File: src/rtl/ysyx_24110015_icache.sv
// ysyx_24110015_icache: direct-mapped instruction cache with AXI4 INCR burst refill.
// Optional hit/miss performance counters are built when YSYX_24110015_ICACHE_PERF_EN is defined.
module ysyx_24110015_icache #(
  parameter int unsigned SETS        = 16,
  parameter int unsigned BLOCK_WORDS = 4
) (
  input  logic        clk,
  input  logic        rst,
  input  logic        ifu_req_valid,
  output logic        ifu_req_ready,
  input  logic [31:0] ifu_addr,
  output logic        ifu_rsp_valid,
  output logic [31:0] ifu_rdata,
  output logic        ifu_rsp_err,
  input  logic        fence_i,
  output logic        arvalid,
  input  logic        arready,
  output logic [31:0] araddr,
  output logic [7:0]  arlen,
  output logic [2:0]  arsize,
  output logic [1:0]  arburst,
  input  logic        rvalid,
  output logic        rready,
  input  logic [31:0] rdata,
  input  logic [1:0]  rresp,
  input  logic        rlast
`ifdef YSYX_24110015_ICACHE_PERF_EN
  ,
  output logic [31:0] perf_hit,
  output logic [31:0] perf_miss
`endif
);

  localparam int unsigned IDX_W     = $clog2(SETS);
  localparam int unsigned WOFF_W    = $clog2(BLOCK_WORDS);
  localparam int unsigned OFF       = 2 + WOFF_W;
  localparam int unsigned TAG_W     = 32 - OFF - IDX_W;
  localparam int unsigned WRD_W     = (WOFF_W == 0) ? 1 : WOFF_W;
  localparam int unsigned CNT_W     = WOFF_W + 1;
  localparam logic [31:0] LINE_MASK = ~(32'(BLOCK_WORDS * 4) - 32'd1);

  typedef enum logic [1:0] {
    IDLE = 2'd0,
    AR   = 2'd1,
    R    = 2'd2,
    RESP = 2'd3
  } state_e;

  state_e             state_q, state_d;
  logic [SETS-1:0]    valid_q;
  logic [TAG_W-1:0]   tags_q [SETS];
  logic [31:0]        data_q [SETS][BLOCK_WORDS];
  logic [IDX_W-1:0]   idx_q;
  logic [TAG_W-1:0]   tag_q;
  logic [WRD_W-1:0]   word_q;
  logic [CNT_W-1:0]   beat_q;
  logic               fence_pend_q;
  logic [31:0]        araddr_q;
  logic [31:0]        rdata_q;
  logic               err_q;

  logic [IDX_W-1:0]   req_idx_c;
  logic [TAG_W-1:0]   req_tag_c;
  logic [WRD_W-1:0]   req_word_c;
  logic [WRD_W-1:0]   beat_word_c;
  logic               hit_c;
  logic               accept_c;
  logic               beat_fire_c;
  logic               beat_ok_c;
  logic               beat_err_c;
  logic               fence_now_c;

  // Address decomposition of the incoming fetch and lookup against the tag store.
  assign req_idx_c   = IDX_W'(ifu_addr >> OFF);
  assign req_tag_c   = TAG_W'(ifu_addr >> (OFF + IDX_W));
  assign req_word_c  = (WOFF_W == 0) ? '0 : WRD_W'(ifu_addr >> 2);
  assign beat_word_c = WRD_W'(beat_q);
  assign hit_c       = valid_q[req_idx_c] && (tags_q[req_idx_c] == req_tag_c);
  assign accept_c    = ifu_req_valid && ifu_req_ready;

  // A beat is bad on a non-OKAY response, an overlong burst, or an early rlast.
  assign beat_fire_c = (state_q == R) && rvalid && !rst;
  assign beat_ok_c   = beat_q < CNT_W'(BLOCK_WORDS);
  assign beat_err_c  = (rresp != 2'b00) || !beat_ok_c ||
                       (rlast && (beat_q != CNT_W'(BLOCK_WORDS - 1)));
  assign fence_now_c = (state_q == RESP) && (fence_pend_q || fence_i);

  // Handshake and response outputs, forced to their idle values while reset is held.
  assign ifu_req_ready = !rst && (state_q == IDLE) && !fence_i;
  assign ifu_rsp_valid = !rst && (state_q == RESP);
  assign ifu_rsp_err   = !rst && (state_q == RESP) && err_q;
  assign ifu_rdata     = rst ? 32'd0 : rdata_q;
  assign arvalid       = !rst && (state_q == AR);
  assign rready        = !rst && (state_q == R);
  assign araddr        = rst ? 32'd0 : araddr_q;
  assign arlen         = 8'(BLOCK_WORDS - 1);
  assign arsize        = 3'b010;
  assign arburst       = 2'b01;

  // State register.
  always_ff @(posedge clk) begin
    if (rst) state_q <= IDLE;
    else     state_q <= state_d;
  end

  // Next-state logic.
  always_comb begin
    state_d = state_q;
    case (state_q)
      IDLE: if (accept_c) state_d = hit_c ? RESP : AR;
      AR:   if (arready) state_d = R;
      R:    if (rvalid && rlast) state_d = RESP;
      RESP: state_d = IDLE;
      default: state_d = IDLE;
    endcase
  end

  // Line data storage, filled beat by beat during a refill.
  always_ff @(posedge clk) begin
    if (beat_fire_c && beat_ok_c) data_q[idx_q][beat_word_c] <= rdata;
  end

  // Tag store, written when the last beat of a refill lands.
  always_ff @(posedge clk) begin
    if (beat_fire_c && rlast) tags_q[idx_q] <= tag_q;
  end

  // Valid bits, request latch, refill bookkeeping and deferred fence handling.
  always_ff @(posedge clk) begin
    if (rst) begin
      valid_q      <= '0;
      idx_q        <= '0;
      tag_q        <= '0;
      word_q       <= '0;
      beat_q       <= '0;
      fence_pend_q <= 1'b0;
      araddr_q     <= 32'd0;
      rdata_q      <= 32'd0;
      err_q        <= 1'b0;
    end else begin
      case (state_q)
        IDLE: begin
          if (fence_i) begin
            valid_q <= '0;
          end else if (accept_c) begin
            idx_q  <= req_idx_c;
            tag_q  <= req_tag_c;
            word_q <= req_word_c;
            beat_q <= '0;
            err_q  <= 1'b0;
            if (hit_c) rdata_q  <= data_q[req_idx_c][req_word_c];
            else       araddr_q <= ifu_addr & LINE_MASK;
          end
        end
        AR: begin
          fence_pend_q <= fence_pend_q | fence_i;
        end
        R: begin
          fence_pend_q <= fence_pend_q | fence_i;
          if (rvalid) begin
            if (beat_ok_c) beat_q <= beat_q + CNT_W'(1);
            if (beat_ok_c && (beat_q == CNT_W'(word_q))) rdata_q <= rdata;
            err_q <= err_q | beat_err_c;
            if (rlast) valid_q[idx_q] <= !(err_q || beat_err_c);
          end
        end
        RESP: begin
          if (fence_now_c) valid_q <= '0;
          fence_pend_q <= 1'b0;
        end
        default: ;
      endcase
    end
  end

`ifdef YSYX_24110015_ICACHE_PERF_EN
  logic [31:0] perf_hit_q, perf_miss_q;

  // Free-running hit/miss counters, one count per accepted fetch.
  always_ff @(posedge clk) begin
    if (rst) begin
      perf_hit_q  <= 32'd0;
      perf_miss_q <= 32'd0;
    end else if (accept_c) begin
      if (hit_c) perf_hit_q  <= perf_hit_q + 32'd1;
      else       perf_miss_q <= perf_miss_q + 32'd1;
    end
  end

  assign perf_hit  = perf_hit_q;
  assign perf_miss = perf_miss_q;
`endif

endmodule

File: config.mk
export PLATFORM = sky130hd
export DESIGN_NAME = ysyx_24110015_icache
export DESIGN_NICKNAME = d
export VERILOG_FILES = /design/src/rtl/ysyx_24110015_icache.sv
export SDC_FILE = /design/constraint.sdc
export NUM_CORES = 2
export LEC_CHECK = 0
export ABC_AREA = 1
export CAP_MARGIN = 10
export CORE_MARGIN = 2
export CORE_UTILIZATION = 40
export DETAILED_ROUTE_END_ITERATION = 10
export PLACE_DENSITY = 0.6
export SLEW_MARGIN = 20
export SYNTH_ARGS = -nofsm -noshare
export SYNTH_HDL_FRONTEND = slang
export SYNTH_SLANG_ARGS = --single-unit
File: constraint.sdc
create_clock -name clk -period 10.56 [get_ports clk]
set_clock_uncertainty 0.1 [all_clocks]
set_input_delay 3.168 -clock clk [delete_from_list [all_inputs] [get_ports clk]]
set_output_delay 3.168 -clock clk [all_outputs]
set_load 0.05 [all_outputs]
-- Word level (Yosys, flattened, before mapping)
Memory sizes are Yosys's and may differ from the RTL's.
Cells that the tools add are included.
Widths: inputs -> output; s select.
- order comparisons: 7
- reduce and logical (&&, ||, !) cells: 39
- add/subtract/negate cells: 1
- muxes and demuxes: 42
- bitwise gates (word level): 6
- equality and inequality tests: 17
- operator list (operator ; number):
    $mux 32 ; 10
    $mux 128 ; 1
    $bmux 32 s2 ; 1
    $demux 32 s2 ; 1
    $mux 16 ; 4
    $pmux 32 s2 ; 1
    $pmux 16 s3 ; 1
    $eq 24x24->1 ; 1
    $logic_and 1x1->1 ; 18
    $ne 2x2->1 const B ; 9
    $bwmux 16 ; 1
    $mux 3 ; 4
    $lt 4x5->1 const B ; 2
    $reduce_and 5->1 ; 2
    $mux 1 ; 8
    $mux 2 ; 4
    $pmux 2 s4 ; 1
    $reduce_and 4->1 ; 2
    $ge 3x3->1 const B ; 2
    $not 2->3 ; 2
    $pmux 3 s2 ; 1
    $reduce_and 3->1 ; 2
    $reduce_and 6->1 ; 1
    $reduce_bool 2->1 ; 3
    19 further kinds ; 30
- memory bits (writable): 2432
- register bits: 113
- output and inout bits: 82
- memories: 2
- memory list (name ; words ; bits a word ; rd ports ; clocked after Yosys merged registers in ; write ports ; RTL line ; source):
    data_q ; 16 ; 128 ; 1 ; 0 ; 1 ; 52 ; logic [31:0] data_q [SETS][BLOCK_WORDS];
    tags_q ; 16 ; 24 ; 1 ; 0 ; 1 ; 51 ; logic [TAG_W-1:0] tags_q [SETS];

-- Longest topological paths before layout
- word-level depth: 10
- gate-level depth with buffers: 21
- mapped depth without buffers: 17

-- Least setup slack after synthesis
Ideal clock, no wire load.
- path kind: in2out
- from: input rst
- to: output ifu_rsp_err
- data required time: 7292 ps
- buffers on the path: 2
- slack: 2614 ps
- arrival: 4678 ps
- stages: 3
- cell sequence: clkbuf_1 > clkbuf_1 > nor3_1
- cells in the longest elaborated chain, start to end: 3
- RTL lines (element ; RTL line ; source):
    start: declaration ; 8 ; input logic rst,
    $logic_not 1->1 ; 91 ; assign ifu_rsp_err = !rst && (state_q == RESP) && err_q;
    $logic_and 1x1->1 (2 in series) ; 91 ;
    end: declaration ; 14 ; output logic ifu_rsp_err,
Every way passes these cells.

-- Worst setup path in the final report
- from: input rst
- to: output rready
- cells in the longest elaborated chain, start to end: 2
- RTL lines (element ; RTL line ; source):
    $logic_not 1->1 ; 94 ; assign rready = !rst && (state_q == R);
    $logic_and 1x1->1 ; 94 ;
    end: declaration ; 23 ; output logic rready,
Every way passes these cells.

==> results.py <==
metrics = {
    "clock_tree": {
        "cts.htree.levels": 5,
        "path_clk_slew_ns": 0.06,
        "clock-sinks": 2545,
        "cts_buffers": 274,
        "postCtsSetupBuffers": 0,
        "insertion_delay_ns": 0.93,
        "clockBufferDepth": 4,
        "cts_root_buf": "clkbuf_16",
        "cts_tree": "yes",
        "holdBufCountCts": 0,
        "cts_resized": 0,
    },
    "route": {
        "avgViaCountPerCell": 5.76,
        "dr.pass1.iters": 8,
        "drtIter0Drc": 8542,
        "wl_per_cell_um": 25.7,
        "drcViolationCount": 0,
        "ant_nets": 0,
        "drt_wl_total_um": 307000,
        "vias": 69035,
    },
    "die": {
        "core_sq_um": 254000,
        "start_util_pct": 40.2,
        "ios": 155,
        "fp.dieArea_sq_um": 259000,
        "fp-row-count": 185,
        "fp.dieW_um": 509,
        "die_h_um": 509,
    },
    "worst_setup_path": {
        "crit_buf_inv": 2,
        "cp_cell_sequence": "buf_4 > nor2_1 > clkdlybuf4s50_1",
        "r2r-start": "state_q[0]",
        "crit_fanout": 82,
        "cpPeakStageDelay_ns": 0.87,
        "rrSetupSlack_ns": 6.07,
        "path_depth": 3,
        "start_kind": "input pin",
        "worstPathArrival_ns": 5.09,
        "critical_path.top_delay_family": "buffers and inverters",
        "r2r_cells": 10,
        "crit_path_top_delay_cell": "clkdlybuf4s50_1",
        "cp_data_required_time_ns": 7.29,
        "rr_endpoint": "data_q[5][39]",
        "end_kind": "output port",
        "critical_path_class": "in -> out",
    },
    "timing": {
        "setup_viol": 0,
        "fin_crit_sh_pct": 79.1,
        "worst_slew_pin_slew_ns": 1.18,
        "hold_slack_ns": 0.370,
        "rsz0062_at_grt": "no",
        "slew_headroom_pct": 18.8,
        "finalMaxSlewViolations": 0,
        "fmax_mhz": 120,
        "hold_viol": 0,
        "fin_setup_tns_ns": 0,
        "fin_crit_ns": 8.35,
    },
    "placed_design": {
        "port-buffer-count": 135,
        "gp_congestion": 0.830,
        "dp_hpwl_um": 156000,
        "placed_area_sq_um": 107000,
        "dp.cells": 11510,
    },
    "yosys": {
        "synthArstFlopShare_pct": 0,
        "syn-instance-count": 8411,
        "syn_area_per_cell_sq_um": 12.1,
        "synth_edf_count": 2432,
        "yosys-top-cells-count": "edfxtp_1, nor2_1, nand2_1, o21ai_0, nand3_1",
        "ys_seq_area_share_pct": 73.8,
        "yosys_warnings": 0,
        "ys.flop_type": "edfxtp_1",
        "synth.largest_area_cell": "edfxtp_1",
        "synth.cell_area_sq_um": 102000,
        "synth_cell_types": 36,
        "ys_ff_latch": 2545,
        "synth.most_common_cell": "edfxtp_1",
        "ys_top_cells_by_area": "edfxtp_1, o21ai_0, nor2_1",
        "yosys.area.top_type_share_pct": 71.6,
    },
    "power_and_ir_drop": {
        "leakage_nw": 38.4,
        "clockPowerShare_pct": 41.5,
        "p_seq_share_pct": 50.8,
        "intPower_mw": 16.9,
        "p_sw_share_pct": 23.5,
        "comb_power_share_pct": 7.7,
        "irDropWorstVdd_v": 0.000189,
        "powerDensity_nw_per_um2": 191,
        "p_sw_mw": 5.19,
    },
    "hold_path": {
        "holdPathStages": 1,
        "min_to": "valid_q[15]",
        "min-delay-path-class": "reg -> reg",
        "hp-start": "valid_q[15]",
    },
    "layout": {
        "design_area_sq_um": 115000,
        "drive_gt1_share_pct": 7.83,
        "fillCellCount": 22525,
        "layout.nets": 8504,
        "regArea_sq_um": 75300,
        "areaGrowthSynthToFinish_pct": 13.2,
        "multi_input_area_sq_um": 24000,
        "finalNonFillerCells": 11976,
    },
    "grt": {
        "antenna_found_initial": 8,
        "grt_pass1_vias": 64680,
        "grt_util_all_layers_pct": 23.1,
        "grt_pass1_wl_um": 442000,
        "grt_overflow": 0,
        "grt_max_degree": 186,
    },
    "job": {
        "drv_cap": 0,
    },
    "run_status": {
        "status": "complete, no violations",
    },
}
[worst max-delay path by stage]
| stage | start | end |
|---|---|---|
| floorplan | rst | ifu_rsp_err |
| global placement | rst | ifu_rdata[31] |
| detailed placement | rst | ifu_rdata[31] |
| CTS | rst | ifu_rdata[31] |
| global route | rst | rready |
| finish | rst | rready |
[flip-flops by register name, summed over array words and instances, names as in the netlist, 3 cells and up]
signal,cells
araddr_q,28
beat_q,3
data_q,2048
idx_q,4
rdata_q,32
tag_q,24
tags_q,384
valid_q,16
[through the flow]
stage / utilization, % / power (mW) / worst slack, ns
2_1_floorplan: - / 12.4 / 2.61
3_3_place_gp: 42.2 / 13.1 / 2.19
3_5_place_dp: 42.2 / 13.1 / 2.14
4_1_cts: 45.5 / 22.1 / 2.14
5_1_grt: 45.5 / 22.7 / 2.08
6_report: 45.5 / 22.1 / 2.21
[layer usage]
metal	part of all wire [%]	track usage, %	vias up
li1	-	-	30332
met1	41	32.6	34435
met2	46	36.5	3679
met3	10	4.07	581
met4	3.1	7.20	8
met5	0.017	0	-
[power groups by stage]
| stage | clock [mW] | sequential [mW] | combinational, mW |
|---|---|---|---|
| 6_report | 9.15 | 11.2 | 1.71 |
| 4_1_cts | 9.24 | 11.2 | 1.68 |
| 3_3_place_gp | 0 | 11.4 | 1.65 |
| 5_1_grt | 9.63 | 11.2 | 1.84 |
| 2_1_floorplan | 0 | 11.4 | 0.996 |
| 3_5_place_dp | 0 | 11.4 | 1.68 |
[final cells by class]
class,count,area share [%]
diodes,1,0.00217
multi-input cells,5085,20.8
flip-flops and latches,2545,65.2
repair buffers,321,2.47
clock buffers,360,6.42
inverters,194,0.656
well taps,3366,3.65
clock inverters,104,0.816
[kinds of logic after synthesis]
kind of cell / synth area share (%)
AO/OA/AOI/OAI: 9.47
multiplexers: 0.245
other: 0.00736
adder cells (fa/ha/maj): 0.123
AND/OR/NAND/NOR: 13.0
buffers and inverters: 3.33
XOR/XNOR: 0.0172
flip-flops: 73.8
[worst reg2reg max path, stage by stage (launching register included)]
cell and delay, ns:
dfxtp_1 0.33, inv_1 0.11, ha_2 0.79, inv_1 0.09
buf_4 0.27, nor2_1 0.30, and3_1 0.30, nand2_1 0.08
buf_4 0.28, nor2_4 0.84, buf_4 0.57
[cell usage in the layout, fill, tap and decap left out, drive strengths merged]
| cell | n |
|---|---|
| clkinv | 81 |
| o21ai | 1115 |
| nand2 | 1294 |
| a21boi | 7 |
| clkdlybuf4s50 | 96 |
| nor2 | 1325 |
| diode | 1 |
| buf | 224 |
| a22oi | 1 |
| dfxtp | 113 |
| clkbuf | 361 |
| clkinvlp | 3 |
| mux2i | 25 |
| a211oi | 2 |
| o21a | 1 |
| xnor2 | 2 |
| nor4 | 1 |
| edfxtp | 2432 |
| bufinv | 17 |
| nor3 | 5 |
| nand4 | 2 |
| o211ai | 24 |
| a311oi | 15 |
| conb | 17 |
| a31oi | 2 |
| nand3 | 669 |
| and3 | 1 |
| nand3b | 1 |
| ha | 10 |
| o221ai | 90 |
| inv | 197 |
| or2 | 2 |
| o22ai | 413 |
| a21oi | 61 |
Note: power is estimated with default switching activity, not from simulation.
